===== src/rtl/mem_arbiter_pkg.sv =====
// mem_arbiter_pkg: definitions shared by the memory arbiter and the LSU.
//   LEN_*           access length encodings (byte/half/word; 3..7 illegal)
//   arb_state_t     access-stage states IDLE / ACC_I / ACC_D
//   misaligned()    length/alignment legality check for an access
package mem_arbiter_pkg;

    localparam logic [2:0] LEN_BYTE = 3'd0;
    localparam logic [2:0] LEN_HALF = 3'd1;
    localparam logic [2:0] LEN_WORD = 3'd2;

    typedef enum logic [1:0] {
        IDLE  = 2'd0,
        ACC_I = 2'd1,
        ACC_D = 2'd2
    } arb_state_t;

    // True when an access of length len at an address with low bits addr_lo
    // cannot be performed (misaligned, or an illegal length code).
    function automatic logic misaligned(input logic [1:0] addr_lo, input logic [2:0] len);
        logic bad;
        bad = 1'b0;
        if (len == LEN_WORD) begin
            bad = (addr_lo != 2'b00);
        end else if (len == LEN_HALF) begin
            bad = addr_lo[0];
        end else if (len != LEN_BYTE) begin
            bad = 1'b1;
        end
        return bad;
    endfunction

endpackage


===== src/rtl/mem_arbiter_if.sv =====
// mem_arbiter_if: bundle of the fetch port, load/store port and the memory
// side of the arbiter.
//   i_*    fetch port (word reads)
//   d_*    load/store port (byte/half/word, reads and writes)
//   mem_*  single-ported memory, combinational read data
//
// Handshake: a request transfers in the cycle where x_req and x_gnt are both
// high. While x_req is high and x_gnt is low the requester keeps x_req and all
// request fields stable. x_gnt is never high without x_req. The response is a
// one-cycle x_rvalid pulse two cycles after the transfer cycle; x_err and
// x_rdata are meaningful only while x_rvalid is high. There is no back-pressure
// on responses.
//
// Modports: slave = arbiter view, master = requesters plus memory.
interface mem_arbiter_if #(
    parameter int ADDR_W = 32,
    parameter int DATA_W = 32
);
    logic              i_req;
    logic [ADDR_W-1:0] i_addr;
    logic              i_gnt;
    logic              i_rvalid;
    logic [DATA_W-1:0] i_rdata;
    logic              i_err;

    logic              d_req;
    logic              d_we;
    logic [ADDR_W-1:0] d_addr;
    logic [DATA_W-1:0] d_wdata;
    logic [2:0]        d_len;
    logic              d_gnt;
    logic              d_rvalid;
    logic [DATA_W-1:0] d_rdata;
    logic              d_err;

    logic [ADDR_W-1:0] mem_address;
    logic [DATA_W-1:0] mem_wr_data;
    logic              mem_wr_enable;
    logic [2:0]        mem_write_length;
    logic [DATA_W-1:0] mem_read_data;

    modport slave (
        input  i_req, i_addr,
        output i_gnt, i_rvalid, i_rdata, i_err,
        input  d_req, d_we, d_addr, d_wdata, d_len,
        output d_gnt, d_rvalid, d_rdata, d_err,
        output mem_address, mem_wr_data, mem_wr_enable, mem_write_length,
        input  mem_read_data
    );

    modport master (
        output i_req, i_addr,
        input  i_gnt, i_rvalid, i_rdata, i_err,
        output d_req, d_we, d_addr, d_wdata, d_len,
        input  d_gnt, d_rvalid, d_rdata, d_err,
        input  mem_address, mem_wr_data, mem_wr_enable, mem_write_length,
        output mem_read_data
    );

endinterface


===== src/rtl/mem_arb_pick.sv =====
// mem_arb_pick: combinational grant selection between fetch and load/store.
//   i_req_i, d_req_i   pending requests
//   last_d_i           (MEM_ARB_ROUND_ROBIN_EN only) last grant went to D
//   i_gnt_o, d_gnt_o   one-hot-or-zero grant
// Build option MEM_ARB_ROUND_ROBIN_EN: when defined, conflicts alternate
// between the ports; otherwise D always wins a conflict.
module mem_arb_pick (
    input  logic i_req_i,
    input  logic d_req_i,
`ifdef MEM_ARB_ROUND_ROBIN_EN
    input  logic last_d_i,
`endif
    output logic i_gnt_o,
    output logic d_gnt_o
);

    always_comb begin
        i_gnt_o = 1'b0;
        d_gnt_o = 1'b0;
        if (i_req_i && d_req_i) begin
`ifdef MEM_ARB_ROUND_ROBIN_EN
            // Give the conflict to whichever port did not win last time.
            if (last_d_i) begin
                i_gnt_o = 1'b1;
            end else begin
                d_gnt_o = 1'b1;
            end
`else
            d_gnt_o = 1'b1;
`endif
        end else begin
            i_gnt_o = i_req_i;
            d_gnt_o = d_req_i;
        end
    end

endmodule


===== src/rtl/mem_arbiter.sv =====
// mem_arbiter: two-port arbiter and access sequencer for the unified memory.
//   clk, rst_n     clock (rising edge), asynchronous active-low reset
//   bus (slave)    fetch port, load/store port and memory side
//   dbg_state_o    current access-stage state
// One request is accepted per cycle into a one-entry access stage; the stage
// drives the memory for one cycle and a registered response follows.
// Illegal accesses pass through the stage flagged as errors and never write.
// Build option MEM_ARB_ROUND_ROBIN_EN selects round-robin conflict resolution
// (default: load/store has fixed priority).
module mem_arbiter
    import mem_arbiter_pkg::*;
#(
    parameter int ADDR_W = 32,
    parameter int DATA_W = 32
) (
    input  logic         clk,
    input  logic         rst_n,
    mem_arbiter_if.slave bus,
    output arb_state_t   dbg_state_o
);

    arb_state_t        state_q, state_d;
    logic [ADDR_W-1:0] addr_q, addr_d;
    logic [DATA_W-1:0] wdata_q, wdata_d;
    logic [2:0]        len_q, len_d;
    logic              we_q, we_d;
    logic              err_q, err_d;

    logic              i_rvalid_q, i_rvalid_d, i_err_q, i_err_d;
    logic              d_rvalid_q, d_rvalid_d, d_err_q, d_err_d;
    logic [DATA_W-1:0] i_rdata_q, i_rdata_d, d_rdata_q, d_rdata_d;
    logic [DATA_W-1:0] rdata_sel;

    logic pick_i, pick_d, gnt_i, gnt_d;

`ifdef MEM_ARB_ROUND_ROBIN_EN
    logic last_d_q, last_d_d;
`endif

    mem_arb_pick u_pick (
        .i_req_i  (bus.i_req),
        .d_req_i  (bus.d_req),
`ifdef MEM_ARB_ROUND_ROBIN_EN
        .last_d_i (last_d_q),
`endif
        .i_gnt_o  (pick_i),
        .d_gnt_o  (pick_d)
    );

    // Grants are forced low while reset is asserted.
    assign gnt_i     = pick_i & rst_n;
    assign gnt_d     = pick_d & rst_n;
    assign bus.i_gnt = gnt_i;
    assign bus.d_gnt = gnt_d;

`ifdef MEM_ARB_ROUND_ROBIN_EN
    always_comb begin
        last_d_d = last_d_q;
        if (gnt_i) begin
            last_d_d = 1'b0;
        end else if (gnt_d) begin
            last_d_d = 1'b1;
        end
    end

    // Reset to "last = D" so the first conflict goes to fetch.
    always_ff @(posedge clk or negedge rst_n) begin
        if (!rst_n) begin
            last_d_q <= 1'b1;
        end else begin
            last_d_q <= last_d_d;
        end
    end
`endif

    // State register.
    always_ff @(posedge clk or negedge rst_n) begin
        if (!rst_n) begin
            state_q <= IDLE;
        end else begin
            state_q <= state_d;
        end
    end

    // Next state: the stage holds whatever was granted this cycle.
    always_comb begin
        state_d = IDLE;
        if (gnt_i) begin
            state_d = ACC_I;
        end else if (gnt_d) begin
            state_d = ACC_D;
        end
    end

    // Outputs towards memory, driven from the stage only while it is occupied.
    // rst_n gates the write enable so an asynchronous reset aborts a store.
    always_comb begin
        bus.mem_address      = '0;
        bus.mem_wr_data      = '0;
        bus.mem_write_length = LEN_BYTE;
        bus.mem_wr_enable    = 1'b0;
        if (state_q != IDLE) begin
            bus.mem_address      = addr_q;
            bus.mem_wr_data      = wdata_q;
            bus.mem_write_length = len_q;
            bus.mem_wr_enable    = we_q & ~err_q & rst_n;
        end
    end

    assign dbg_state_o = state_q;

    // Stage capture on grant; fetches are forced to word-length reads.
    always_comb begin
        addr_d  = addr_q;
        wdata_d = wdata_q;
        len_d   = len_q;
        we_d    = we_q;
        err_d   = err_q;
        if (gnt_i) begin
            addr_d  = bus.i_addr;
            wdata_d = '0;
            len_d   = LEN_WORD;
            we_d    = 1'b0;
            err_d   = misaligned(bus.i_addr[1:0], LEN_WORD);
        end else if (gnt_d) begin
            addr_d  = bus.d_addr;
            wdata_d = bus.d_wdata;
            len_d   = bus.d_len;
            we_d    = bus.d_we;
            err_d   = misaligned(bus.d_addr[1:0], bus.d_len);
        end
    end

    // Response capture at the edge that ends an access cycle. Stores and
    // errors return zero data.
    always_comb begin
        rdata_sel  = (!we_q && !err_q) ? bus.mem_read_data : '0;
        i_rvalid_d = (state_q == ACC_I);
        d_rvalid_d = (state_q == ACC_D);
        i_err_d    = i_err_q;
        i_rdata_d  = i_rdata_q;
        d_err_d    = d_err_q;
        d_rdata_d  = d_rdata_q;
        if (state_q == ACC_I) begin
            i_err_d   = err_q;
            i_rdata_d = rdata_sel;
        end
        if (state_q == ACC_D) begin
            d_err_d   = err_q;
            d_rdata_d = rdata_sel;
        end
    end

    always_ff @(posedge clk or negedge rst_n) begin
        if (!rst_n) begin
            addr_q     <= '0;
            wdata_q    <= '0;
            len_q      <= LEN_BYTE;
            we_q       <= 1'b0;
            err_q      <= 1'b0;
            i_rvalid_q <= 1'b0;
            i_err_q    <= 1'b0;
            i_rdata_q  <= '0;
            d_rvalid_q <= 1'b0;
            d_err_q    <= 1'b0;
            d_rdata_q  <= '0;
        end else begin
            addr_q     <= addr_d;
            wdata_q    <= wdata_d;
            len_q      <= len_d;
            we_q       <= we_d;
            err_q      <= err_d;
            i_rvalid_q <= i_rvalid_d;
            i_err_q    <= i_err_d;
            i_rdata_q  <= i_rdata_d;
            d_rvalid_q <= d_rvalid_d;
            d_err_q    <= d_err_d;
            d_rdata_q  <= d_rdata_d;
        end
    end

    assign bus.i_rvalid = i_rvalid_q;
    assign bus.i_err    = i_err_q;
    assign bus.i_rdata  = i_rdata_q;
    assign bus.d_rvalid = d_rvalid_q;
    assign bus.d_err    = d_err_q;
    assign bus.d_rdata  = d_rdata_q;

endmodule


===== src/flat_wrapper.sv =====
// flat-port wrapper written by rule: the top's interface ports become plain ports
module mem_arbiter_flat import mem_arbiter_pkg::*;
#(
    parameter int ADDR_W = 32,
    parameter int DATA_W = 32
)
  (clk, rst_n, dbg_state_o, bus_i_req, bus_i_addr, bus_i_gnt, bus_i_rvalid, bus_i_rdata, bus_i_err, bus_d_req, bus_d_we, bus_d_addr, bus_d_wdata, bus_d_len, bus_d_gnt, bus_d_rvalid, bus_d_rdata, bus_d_err, bus_mem_address, bus_mem_wr_data, bus_mem_wr_enable, bus_mem_write_length, bus_mem_read_data);
  mem_arbiter_if #(.ADDR_W(ADDR_W), .DATA_W(DATA_W)) bus_i ();
  input  logic clk;
  input  logic rst_n;
  output arb_state_t dbg_state_o;
  input wire logic [$bits(bus_i.i_req)-1:0] bus_i_req;
  input wire logic [$bits(bus_i.i_addr)-1:0] bus_i_addr;
  output wire logic [$bits(bus_i.i_gnt)-1:0] bus_i_gnt;
  output wire logic [$bits(bus_i.i_rvalid)-1:0] bus_i_rvalid;
  output wire logic [$bits(bus_i.i_rdata)-1:0] bus_i_rdata;
  output wire logic [$bits(bus_i.i_err)-1:0] bus_i_err;
  input wire logic [$bits(bus_i.d_req)-1:0] bus_d_req;
  input wire logic [$bits(bus_i.d_we)-1:0] bus_d_we;
  input wire logic [$bits(bus_i.d_addr)-1:0] bus_d_addr;
  input wire logic [$bits(bus_i.d_wdata)-1:0] bus_d_wdata;
  input wire logic [$bits(bus_i.d_len)-1:0] bus_d_len;
  output wire logic [$bits(bus_i.d_gnt)-1:0] bus_d_gnt;
  output wire logic [$bits(bus_i.d_rvalid)-1:0] bus_d_rvalid;
  output wire logic [$bits(bus_i.d_rdata)-1:0] bus_d_rdata;
  output wire logic [$bits(bus_i.d_err)-1:0] bus_d_err;
  output wire logic [$bits(bus_i.mem_address)-1:0] bus_mem_address;
  output wire logic [$bits(bus_i.mem_wr_data)-1:0] bus_mem_wr_data;
  output wire logic [$bits(bus_i.mem_wr_enable)-1:0] bus_mem_wr_enable;
  output wire logic [$bits(bus_i.mem_write_length)-1:0] bus_mem_write_length;
  input wire logic [$bits(bus_i.mem_read_data)-1:0] bus_mem_read_data;
  assign bus_i.i_req = bus_i_req;
  assign bus_i.i_addr = bus_i_addr;
  assign bus_i_gnt = bus_i.i_gnt;
  assign bus_i_rvalid = bus_i.i_rvalid;
  assign bus_i_rdata = bus_i.i_rdata;
  assign bus_i_err = bus_i.i_err;
  assign bus_i.d_req = bus_d_req;
  assign bus_i.d_we = bus_d_we;
  assign bus_i.d_addr = bus_d_addr;
  assign bus_i.d_wdata = bus_d_wdata;
  assign bus_i.d_len = bus_d_len;
  assign bus_d_gnt = bus_i.d_gnt;
  assign bus_d_rvalid = bus_i.d_rvalid;
  assign bus_d_rdata = bus_i.d_rdata;
  assign bus_d_err = bus_i.d_err;
  assign bus_mem_address = bus_i.mem_address;
  assign bus_mem_wr_data = bus_i.mem_wr_data;
  assign bus_mem_wr_enable = bus_i.mem_wr_enable;
  assign bus_mem_write_length = bus_i.mem_write_length;
  assign bus_i.mem_read_data = bus_mem_read_data;
  mem_arbiter #(.ADDR_W(ADDR_W), .DATA_W(DATA_W)) u_core (.clk(clk), .rst_n(rst_n), .bus(bus_i), .dbg_state_o(dbg_state_o));
endmodule

===== config.mk =====
export PLATFORM = sky130hd
export DESIGN_NAME = mem_arbiter_flat
export DESIGN_NICKNAME = d
export VERILOG_FILES = /design/src/rtl/mem_arbiter_pkg.sv /design/src/rtl/mem_arbiter_if.sv /design/src/rtl/mem_arb_pick.sv /design/src/rtl/mem_arbiter.sv /design/src/flat_wrapper.sv
export SDC_FILE = /design/constraint.sdc
export NUM_CORES = 1
export LEC_CHECK = 0
export CORE_UTILIZATION = 38
export DETAILED_ROUTE_END_ITERATION = 16
export GPL_TIMING_DRIVEN = 0
export HOLD_SLACK_MARGIN = 0.1
export PLACE_DENSITY = 0.77
export SLEW_MARGIN = 15
export SYNTH_ARGS = -nofsm -noshare
export SYNTH_HDL_FRONTEND = slang
export SYNTH_SLANG_ARGS = --single-unit

===== constraint.sdc =====
create_clock -name clk -period 1.3 [get_ports clk]
set_input_delay 0.26 -clock clk [delete_from_list [all_inputs] [get_ports clk]]
set_output_delay 0.26 -clock clk [all_outputs]
set_load 0.01 [all_outputs]

==> metrics.txt <==
final hold vios=0; Worst Hold Depth=4; Routed WL per cell=19.5 µm; Detailed Routing Iterations Pass 1=5; Netlist cell types=30; Pleak=0.00493 µW; Place WS=-1.37 ns; Initial Util=39.4%; cts bufs inserted=17; Core Region=15400 µm²; Worst-Skew Late Latency=0.41 ns; Comb power frac=23.5%; startpoint types=flip-flop; Seq pwr share=38.8%; fmax=529 MHz; drc violations=0; number of max-cap violations=0; global-route wire length before repair=32500 µm; CTS Root Cell=clkbuf_16; post-layout min period=1.89 ns; #FFs+latches synth=139; # setup viols final=139; Crit Reg-Reg Endpoint=u_core.bus.d_rdata[26]; Slew Viols, Final=0; Worst EP required=1.04 ns; Peak VDD IR=0.000872 V; switching share of power=27.7%; Worst Max-Slew Pin Slew=0.501 ns; Chip Width=128 µm; initial antenna violation count=0; count leader, synth=dfrtp_1; number of top-level pins=276; Synth area leader=dfrtp_1; failing checks=negative setup slack; Via density=5.25; GPL Wtd Cong=0.819; CTS tree=built; DPL Wire Length=14500 µm; gr ovfl total=0; RSZ-0062 raised after global routing=true; Post-Syn Instances=605; Internal=9960 µW; largest net degree at the start of global routing=41; area grow syn2layout=70.8%; worst setup margin=-0.592 ns; R2R depth=8; overall power=13800 µW; Die ar.=16500 µm²; Ys Warns=0; initial DRC count=311; pwr dens=1330 nW/µm²; slew margin rel.=66.6%; Synth area leaders=dfrtp_1, o21ai_0, nand2_1, nor2b_1, a22o_1; status=finished, violations left; Synth Area per Inst=10.0 µm²; Crit. Startpoint=u_core.dbg_state_o[0]; Post-synth EDFFs=0; Most used DFF post-synth=dfrtp_1; Worst Clk Skew=0.00813 ns; setup slack, reg-to-reg=-0.19 ns; critical path capture point type=output port; Final period util=146%; post-route ant nets=0; Worst R2R Start=u_core.dbg_state_o[0]; hold path startpoint=bus_i_req; Mapped Area=6080 µm²; clock sink count=139; gr usage total=26.1%; worst hold path type=in -> reg; Antenna diodes=0; DR vias=6187; share of cells above drive strength 1=32.9%; Port Buffer Count=274; DIE HEIGHT=128 µm; top cells by count, synth=dfrtp_1, nand2_1, o21ai_0; Yosys top cell area share=57.2%; clock share of power=37.7%; layout net count=1091; CP Class=reg -> out; Post-synth ARST share=100%; hold endpoint=u_core.addr_q[2]; Critical Path Fanout Max=6; Net Switching=3820 µW; post-synthesis sequential area ratio=57.2%; clk buf depth=2; H-tree levels=4; clock slew at reported path FFs=0.06 ns; Mapped Nets=741; final WL=23000 µm; number of global-route vias before repair=6046; Std-Cell Rows=45; WP data arrival=1.63 ns
## flip-flops by register name (all words and copies together), names as in the netlist, 2 cells and up
register            cells
u_core.addr_q          32
u_core.bus.d_rdata     32
u_core.bus.i_rdata     32
u_core.wdata_q         32
u_core.len_q            3
u_core.dbg_state_o      2
## worst max-delay path by stage
| stage | cells past startpoint | end |
|---|---|---|
| 2_1_floorplan | 4 | bus_mem_wr_data[10] |
| 5_1_grt | 6 | bus_mem_address[19] |
| 3_3_place_gp | 5 | bus_d_gnt |
| 4_1_cts | 6 | bus_mem_wr_data[13] |
| 3_5_place_dp | 7 | bus_mem_wr_enable |
| 6_report | 6 | bus_mem_address[19] |
## area by class of cell
cell class / instances / area (µm²)
sequential: 139 / 3480
buffer: 49 / 437
tap: 211 / 264
inverter: 5 / 26.3
clock inverter: 10 / 165
fill: 1246 / 5040
timing repair buffer: 333 / 3040
multi-input combinational: 410 / 2510
clock buffer: 22 / 464
## critical path: stages, from the launching register on
cell and delay (ns):
dfrtp_1 0.40, nor2_4 0.17, buf_6 0.14, buf_8 0.13, buf_6 0.09, and2b_1 0.15
buf_2 0.13
## metal layers
metal | track usage [%] | routed length (µm)
met4 | 9.13 | 599
met3 | 7.61 | 1990
met2 | 46.0 | 11600
met5 | 0 | 0
met1 | 30.1 | 8730
## cells by family after synthesis
| kind of cell | share of synthesized area (%) |
|---|---|
| buffers and inverters | 4.82 |
| AOI/OAI and AO/OA | 19.5 |
| and+or+nand+nor | 18.1 |
| DFF | 57.2 |
| muxes | 0.370 |
## power by group through the flow
stage | registers (µW) | clock network (µW) | logic (µW)
after floorplan | 5480 | 0 | 1080
after global placement | 5370 | 0 | 3030
after detailed placement | 5380 | 0 | 3100
after CTS | 5320 | 5210 | 3060
after global routing | 5420 | 5430 | 3490
final | 5350 | 5190 | 3240
## timing repair
action,4_1_cts,5_1_grt
endpoints found under the setup margin,265,165
hold endpoints to repair,69,0
buffers inserted,27,11
hold buffers,3,0
pin swaps,1,6
gates cloned,9,10
gates resized for setup,612,127
## per-stage QoR
| step | setup TNS, ns | hold WS [ns] | utilization [%] | instances | instance area (µm²) |
|---|---|---|---|---|---|
| 2_1_floorplan | -0.432 | -0.0356 | - | 605 | 6090 |
| 3_3_place_gp | -1278.93 | 0.459 | 59.0 | 1090 | 9090 |
| 3_5_place_dp | -83.81 | 0.233 | 59.2 | 1091 | 9130 |
| 4_1_cts | -40.31 | 0.238 | 64.9 | 1160 | 10000 |
| 5_1_grt | -51.54 | 0.280 | 67.3 | 1179 | 10400 |
| 6_report | -44.05 | 0.250 | 67.3 | 1179 | 10400 |
## cells in the final DEF, fill, tap and decap left out, types with 27 or more instances in the layout
master           count
dfrtp_1            139
clkdlybuf4s50_1    132
buf_2              124
nand2_1             83
nor2b_1             47
o21ai_1             46
o21ai_0             42
buf_6               35
a22o_1              35
nand3b_1            32
o22ai_1             32
a21oi_1             32
buf_4               28
clkbuf_16           27
Note: power is estimated with default switching activity, not from simulation.
